$ cat config.mk
export PLATFORM = sky130hd
export DESIGN_NAME = chroma_block_feeder
export DESIGN_NICKNAME = d
export VERILOG_FILES = /design/src/rtl/chroma_block_feeder.sv
export SDC_FILE = /design/constraint.sdc
export NUM_CORES = 1
export LEC_CHECK = 0
export BUFFER_PORTS_ARGS = -buffer_cell sky130_fd_sc_hd__buf_2
export CAP_MARGIN = 20
export CORE_ASPECT_RATIO = 1.1
export CORE_UTILIZATION = 50
export DETAILED_ROUTE_END_ITERATION = 7
export PLACE_DENSITY = 0.74
export REMOVE_ABC_BUFFERS = 1
export SLEW_MARGIN = 20
export SYNTH_ARGS = -nofsm -noshare
export SYNTH_HDL_FRONTEND = slang
export SYNTH_SLANG_ARGS = --single-unit
$ cat constraint.sdc
create_clock -name clk -period 6 [get_ports clk]
set_input_delay 0.3 -clock clk [delete_from_list [all_inputs] [get_ports clk]]
set_output_delay 0.3 -clock clk [all_outputs]
set_load 0.005 [all_outputs]
$ cat src/rtl/chroma_block_feeder.sv
// chroma_block_feeder: streams a rectangular chroma block from sync memory to the PE, one sample/cycle.
module chroma_block_feeder #(
  parameter int DATA_W = 8,
  parameter int ADDR_W = 12,
  parameter int DIM_W  = 6
) (
  input  logic              clk,
  input  logic              reset,
  input  logic              start,
  input  logic [ADDR_W-1:0] base_addr,
  input  logic [ADDR_W-1:0] stride,
  input  logic [DIM_W-1:0]  blk_w_m1,
  input  logic [DIM_W-1:0]  blk_h_m1,
  input  logic              cfg_horVer,
  input  logic              cfg_ME_MCBi,
  input  logic [2:0]        cfg_fsel1,
  input  logic [2:0]        cfg_fsel2,
  input  logic              hold,
  output logic              mem_rd,
  output logic [ADDR_W-1:0] mem_addr,
  input  logic [DATA_W-1:0] mem_data,
  output logic              Vin,
  output logic [DATA_W-1:0] InData,
  output logic              horVer,
  output logic              ME_MCBi,
  output logic [2:0]        filterSel_1,
  output logic [2:0]        filterSel_2,
  output logic [DIM_W-1:0]  modAddr_IN,
  output logic              busy,
  output logic              done
);
  typedef enum logic [1:0] {IDLE, FETCH, DRAIN, DONE} state_t;
  state_t state_q, state_d;
  logic [ADDR_W-1:0] row_base_q, row_base_d, stride_q;
  logic [DIM_W-1:0]  col_q, col_d, row_q, row_d, w_q, h_q, r1_q, mod_q;
  logic [DATA_W-1:0] data_q;
  logic [2:0]        fsel1_q, fsel2_q;
  logic              hv_q, me_q, v1_q, vin_q, accept, last_col;
  assign accept      = state_q == IDLE && start;
  assign mem_rd      = state_q == FETCH && !hold;
  assign last_col    = col_q == w_q;
  assign mem_addr    = row_base_q + ADDR_W'(col_q);
  assign busy        = state_q == FETCH || state_q == DRAIN;
  assign done        = state_q == DONE;
  assign Vin         = vin_q;
  assign InData      = data_q;
  assign modAddr_IN  = mod_q;
  assign horVer      = hv_q;
  assign ME_MCBi     = me_q;
  assign filterSel_1 = fsel1_q;
  assign filterSel_2 = fsel2_q;
  always_comb begin
    state_d    = state_q;
    row_base_d = row_base_q;
    col_d      = col_q;
    row_d      = row_q;
    if (accept) begin
      state_d    = FETCH;
      row_base_d = base_addr;
      col_d      = '0;
      row_d      = '0;
    end
    if (mem_rd) begin
      col_d      = last_col ? '0 : col_q + DIM_W'(1);
      row_d      = last_col ? row_q + DIM_W'(1) : row_q;
      row_base_d = last_col ? row_base_q + stride_q : row_base_q;
      state_d    = last_col && row_q == h_q ? DRAIN : FETCH;
    end
    // v1_q clear means the final read has already reached the output register
    if (state_q == DRAIN && !v1_q) state_d = DONE;
    if (state_q == DONE) state_d = IDLE;
  end
  always_ff @(posedge clk or posedge reset) begin
    if (reset) begin
      state_q    <= IDLE;
      row_base_q <= '0;
      stride_q   <= '0;
      col_q      <= '0;
      row_q      <= '0;
      w_q        <= '0;
      h_q        <= '0;
      hv_q       <= 1'b0;
      me_q       <= 1'b0;
      fsel1_q    <= '0;
      fsel2_q    <= '0;
      v1_q       <= 1'b0;
      r1_q       <= '0;
      vin_q      <= 1'b0;
      data_q     <= '0;
      mod_q      <= '0;
    end else begin
      state_q    <= state_d;
      row_base_q <= row_base_d;
      col_q      <= col_d;
      row_q      <= row_d;
      if (accept) begin
        stride_q <= stride;
        w_q      <= blk_w_m1;
        h_q      <= blk_h_m1;
        hv_q     <= cfg_horVer;
        me_q     <= cfg_ME_MCBi;
        fsel1_q  <= cfg_fsel1;
        fsel2_q  <= cfg_fsel2;
      end
      v1_q  <= mem_rd;
      vin_q <= v1_q;
      if (mem_rd) r1_q <= row_q;
      if (v1_q) begin
        data_q <= mem_data;
        mod_q  <= r1_q;
      end
    end
  end
endmodule

## Yosys cells after proc, flatten, opt, wreduce, memory -nomap -nowiden

Index checks and enable logic that the tools add are counted.

- Add/subtract/negate cells: 4
- Multiply operators: 0
- Divide/modulo/power cells: 0
- Magnitude comparators: 0
- Equal/unequal tests: 6
- Shift operators: 0
- Muxes and demuxes: 13
- Bitwise logic cells: 0
- Reductions and logical operators: 11

Operators with widths:

| kind | number |
|---|---|
| 2-to-1 mux 12 bit | 3 |
| 2-to-1 mux 6 bit | 5 |
| adder 12 bit | 1 |
| adder 12 x 6 -> 12 bit | 1 |
| adder 6 x 1 -> 6 bit, second input constant | 2 |
| == test 6 bit | 2 |
| 2-to-1 mux 2 bit | 5 |
| == test 2 bit, second input constant | 2 |
| logical AND 1 bit | 4 |
| nonzero test 4 bit | 1 |
| == test 2 x 1 -> 1 bit, second input constant | 1 |
| zero test 1 bit | 2 |
| zero test 2 bit | 1 |
| != test 2 x 1 -> 1 bit, second input constant | 1 |
| AND reduction 2 bit | 1 |
| nonzero test 2 bit | 1 |
| logical OR 1 bit | 1 |

- Bits in registers: 80
- Latch bits: 0
- RAM bits: 0
- Bits in read-only memories: 0
- Bits of input ports: 56
- Output and inout port bits: 38
- Word-level logic and storage cells: 50
- Memories: 0

## Depth between registers and ports, before layout

- Depth after elaboration: 6
- Mapped depth: 10
- Depth with buffers taken out: 8

## Worst setup path before layout

OpenSTA, ideal clock, no wires.

- Path type: register to output
- Start: register col_q[0]
- End: output mem_addr[10]
- Arrival time: 1857 ps
- Required time: 5700 ps
- Slack: 3843 ps
- Stages on the path, launching flop included: 7
- Buffers on the path: 0
- Cell sequence: dfrtp_1 > ha_1 > fa_1 > a21o_1 > a21oi_1 > o21bai_1 > o311ai_0

- Longest elaborated chain between the ends: 1

Ends and longest elaborated chain:

| what | RTL line | RTL |
|---|---|---|
| start, declared | 35 | `logic [DIM_W-1:0] col_q, col_d, row_q, row_d, w_q, h_q, r1_q, mod_q;` |
| start signal, assigned | 94 | `col_q <= col_d;` |
| adder 12 x 6 -> 12 bit | 42 | `assign mem_addr = row_base_q + ADDR_W'(col_q);` |
| end, declared | 20 | `output logic [ADDR_W-1:0] mem_addr,` |

No other way between the ends.

## Worst setup path after layout

Same ends and word-level chain as after synthesis.

==> metrics <==
Vias=3420; Main synth FF type=sky130_fd_sc_hd__dfrtp_1; wire length of the first global-routing pass=16000 microns; number of nets at the end of the flow=583; async set-or-reset flop fraction in the synthesized netlist=1.00; GRT Util Overall=0.228; cell-internal power=~1.4 mW; M1 WL=4310 microns; DP Area=4880 sq um; gp weighted congestion=0.857; setup repair after global routing missed its margin=no; I/O pin cnt=94; Final ANT Viol Nets=0; status=finished, final reports clean; Port Buffers=93; number of non-filler instances in the completed layout=618; setup TNS=0 ns; most frequent cells in the layout=sky130_fd_sc_hd__buf_2 (93), sky130_fd_sc_hd__dfrtp_1 (80), sky130_fd_sc_hd__nand2_1 (47); kind of launch point of the worst setup path=flop; data arrival time at the worst-slack endpoint=~2.6 ns; Die Wd=90.5 microns; combined area of the multi-input logic cells=2210 sq um; Final Routed Wirelength=9780 microns; worst clock skew=between 0.009 and 0.01 ns; Cell Area, Synth=4310 sq um; Worst Path Class, Setup=flop to output pin; worst voltage drop across the vdd grid=about 0.3 mV; clock buffer depth=2; total number of placement rows=35; top layer reached by signal wires=met4; minimum period implied by the final worst setup slack=~2.9 ns; clock slew seen by the registers of the worst setup and hold paths=~0.09 ns; maximum level of the CTS H-tree=3; TritonCTS sink count=80; CP max-delay cell=sky130_fd_sc_hd__dfrtp_1; area of all sequential standard cells=2000 sq um; register area share after synthesis=0.465; Data required, critical path=between 5 and 6 ns; cells along the critical path=ha_1 > fa_1 > a21o_1 > a21oi_1 > o21bai_1 > o311ai_0 > buf_2; post-DR wirelength/cell=roughly 16 microns; layout filler cell count=725; detailed-routed wire length on met2=4800 microns; power density over cell area=between 400 and 500 nW/um^2; stage delay of the slowest cell on the critical path=approximately 0.45 ns; clock tree root buffer cell=sky130_fd_sc_hd__clkbuf_8; placeable core region=8360 sq um; total DRC errors in the routed layout=0; initial antenna violation count=0; maximum number of pins on one net before global-route repair=81; count of cells along the worst register-to-register path=8; Met3 Wirelength=around 500 microns; synthesized netlist cell count=406; number of pins exceeding their max-slew limit in the final report=0; average via count per standard cell=around 5.5; final setup vio count=0; die area=8990 sq um; antenna diode count=0; latest clock arrival within the worst-skew pair=0.37 ns; vias in the first global route=3257; share of final-layout standard cells stronger than drive strength 1=0.329; Worst-Margin Slew=a little over 0.7 ns; die height=99.4 microns; number of placed cells counting well taps=600; Layout Cell Area excl Fill=5130 sq um; #FFs+latches synth=80; Resized cells post-CTS=0; Worst slew margin=0.522; hpwl dp=approximately 7000 microns; critical path capture point type=output pin; MaxCap Viol Count=0; Clock power frac=0.181; net switching power=approximately 0.94 mW; total setup buffers inserted after CTS=0; Unique masters post-synth=55; sequential power share=0.366; worst hold path depth=2; top fanout value on the critical path=6; number of synthesized flops with an enable pin=0; initial core utilization=0.515; combinational power share=0.453; share of the clock period used by the worst path after layout=0.491; CTS Buf Count=9; Hold-fix buffers, CTS=0; most common library cell in the layout ignoring fill and taps=sky130_fd_sc_hd__buf_2; Leakage=between 2 and 2.5 nW; Layout Area Growth over Synthesis=19.1%; first-pass detailed-route iteration total=4; total congestion overflow after global routing=0; class of the tightest hold or removal check=input port to flop; Synth Area per Inst=10.6 sq um; Hold Vio Cnt, Final=0; CTS tree=done; total power=2.38 mW; DRT iter0 DRCs=between 200 and 250; switching portion of total power=0.397; total number of yosys warnings=0; highest clock rate=340 MHz
==> per-stage QoR <==
stage	util	setup WS (ns)	hold WS, ns
2_1_floorplan	-	3.49	0.440
3_3_place_gp	0.584	3.33	0.463
3_5_place_dp	0.584	3.15	0.472
4_1_cts	0.609	3.02	0.143
5_1_grt	0.614	2.80	0.135
6_report	0.614	3.06	0.157
==> kinds of logic after synthesis <==
group | share of synthesized area
AO/OA/AOI/OAI | 0.114
XOR/XNOR | 0.0610
adder cells (fa/ha/maj) | 0.0761
buffers and inverters | 0.0235
flip-flops | 0.465
multiplexers | 0.125
AND/OR/NAND/NOR | 0.136
==> path summary, 6_finish.rpt <==
path,start,endpoint,slack [ns]
worst max-delay path,col_q[0],mem_addr[10],3.06
worst min-delay path,mem_data[5],InData[5],0.16
worst max register to register,state_q[1],row_base_q[11],3.40
worst min register to register,r1_q[3],r1_q[3],0.49
max in group asynchronous,reset,stride_q[8],4.87
min in group asynchronous,reset,col_q[4],0.55
==> critical path: cells and delay by family (launching register included) <==
family                   cells  cell delay (ns)
AO/OA/AOI/OAI                4             1.00
adder cells (fa/ha/maj)      2             0.66
buffers and inverters        1             0.18
flip-flops                   1             0.45
==> area by class of cell <==
type / count / area share
Sequential cell: 80 / 0.390
Clock buffer: 9 / 0.0241
Timing Repair Buffer: 98 / 0.102
Clock inverter: 7 / 0.0163
Tap cell: 111 / 0.0271
Multi-Input combinational cell: 300 / 0.430
Inverter: 13 / 0.00975
==> sequential cells by signal (all words and copies together), names as in the netlist, 2 cells and up <==
name / count
state_q: 2
row_base_q: 12
filterSel_1: 3
h_q: 6
r1_q: 6
col_q: 6
w_q: 6
filterSel_2: 3
modAddr_IN: 6
row_q: 6
stride_q: 12
InData: 8
==> synth_stat cells, drive strengths merged (5+ instances only) <==
cell type | instances | area, sq um
mux2 | 46 | 518
nand2 | 47 | 176
nor3 | 7 | 35.0
inv | 13 | 48.8
o21ai | 21 | 105
ha | 23 | 288
xnor2 | 23 | 201
nand3 | 11 | 60.1
a21o | 5 | 37.5
dfrtp | 80 | 2000
xor2 | 7 | 61.3
nor3b | 6 | 45.0
nor2 | 25 | 93.8
a21oi | 18 | 90.1
clkbuf | 9 | 33.8
==> layer usage <==
metal  up-vias  GRT usage
met5         -          0
met4         0     0.0744
met3        13     0.0581
met2        97      0.369
met1      1675      0.299
li1       1635          -
==> power groups by stage <==
stage	logic, mW	registers, mW	clock network (mW)
2_1_floorplan	0.770	0.840	0
3_3_place_gp	1.04	0.875	0
3_5_place_dp	1.06	0.883	0
4_1_cts	1.08	0.872	0.441
5_1_grt	1.20	0.897	0.466
6_report	1.08	0.872	0.430
(Power assumes the default switching activity.)
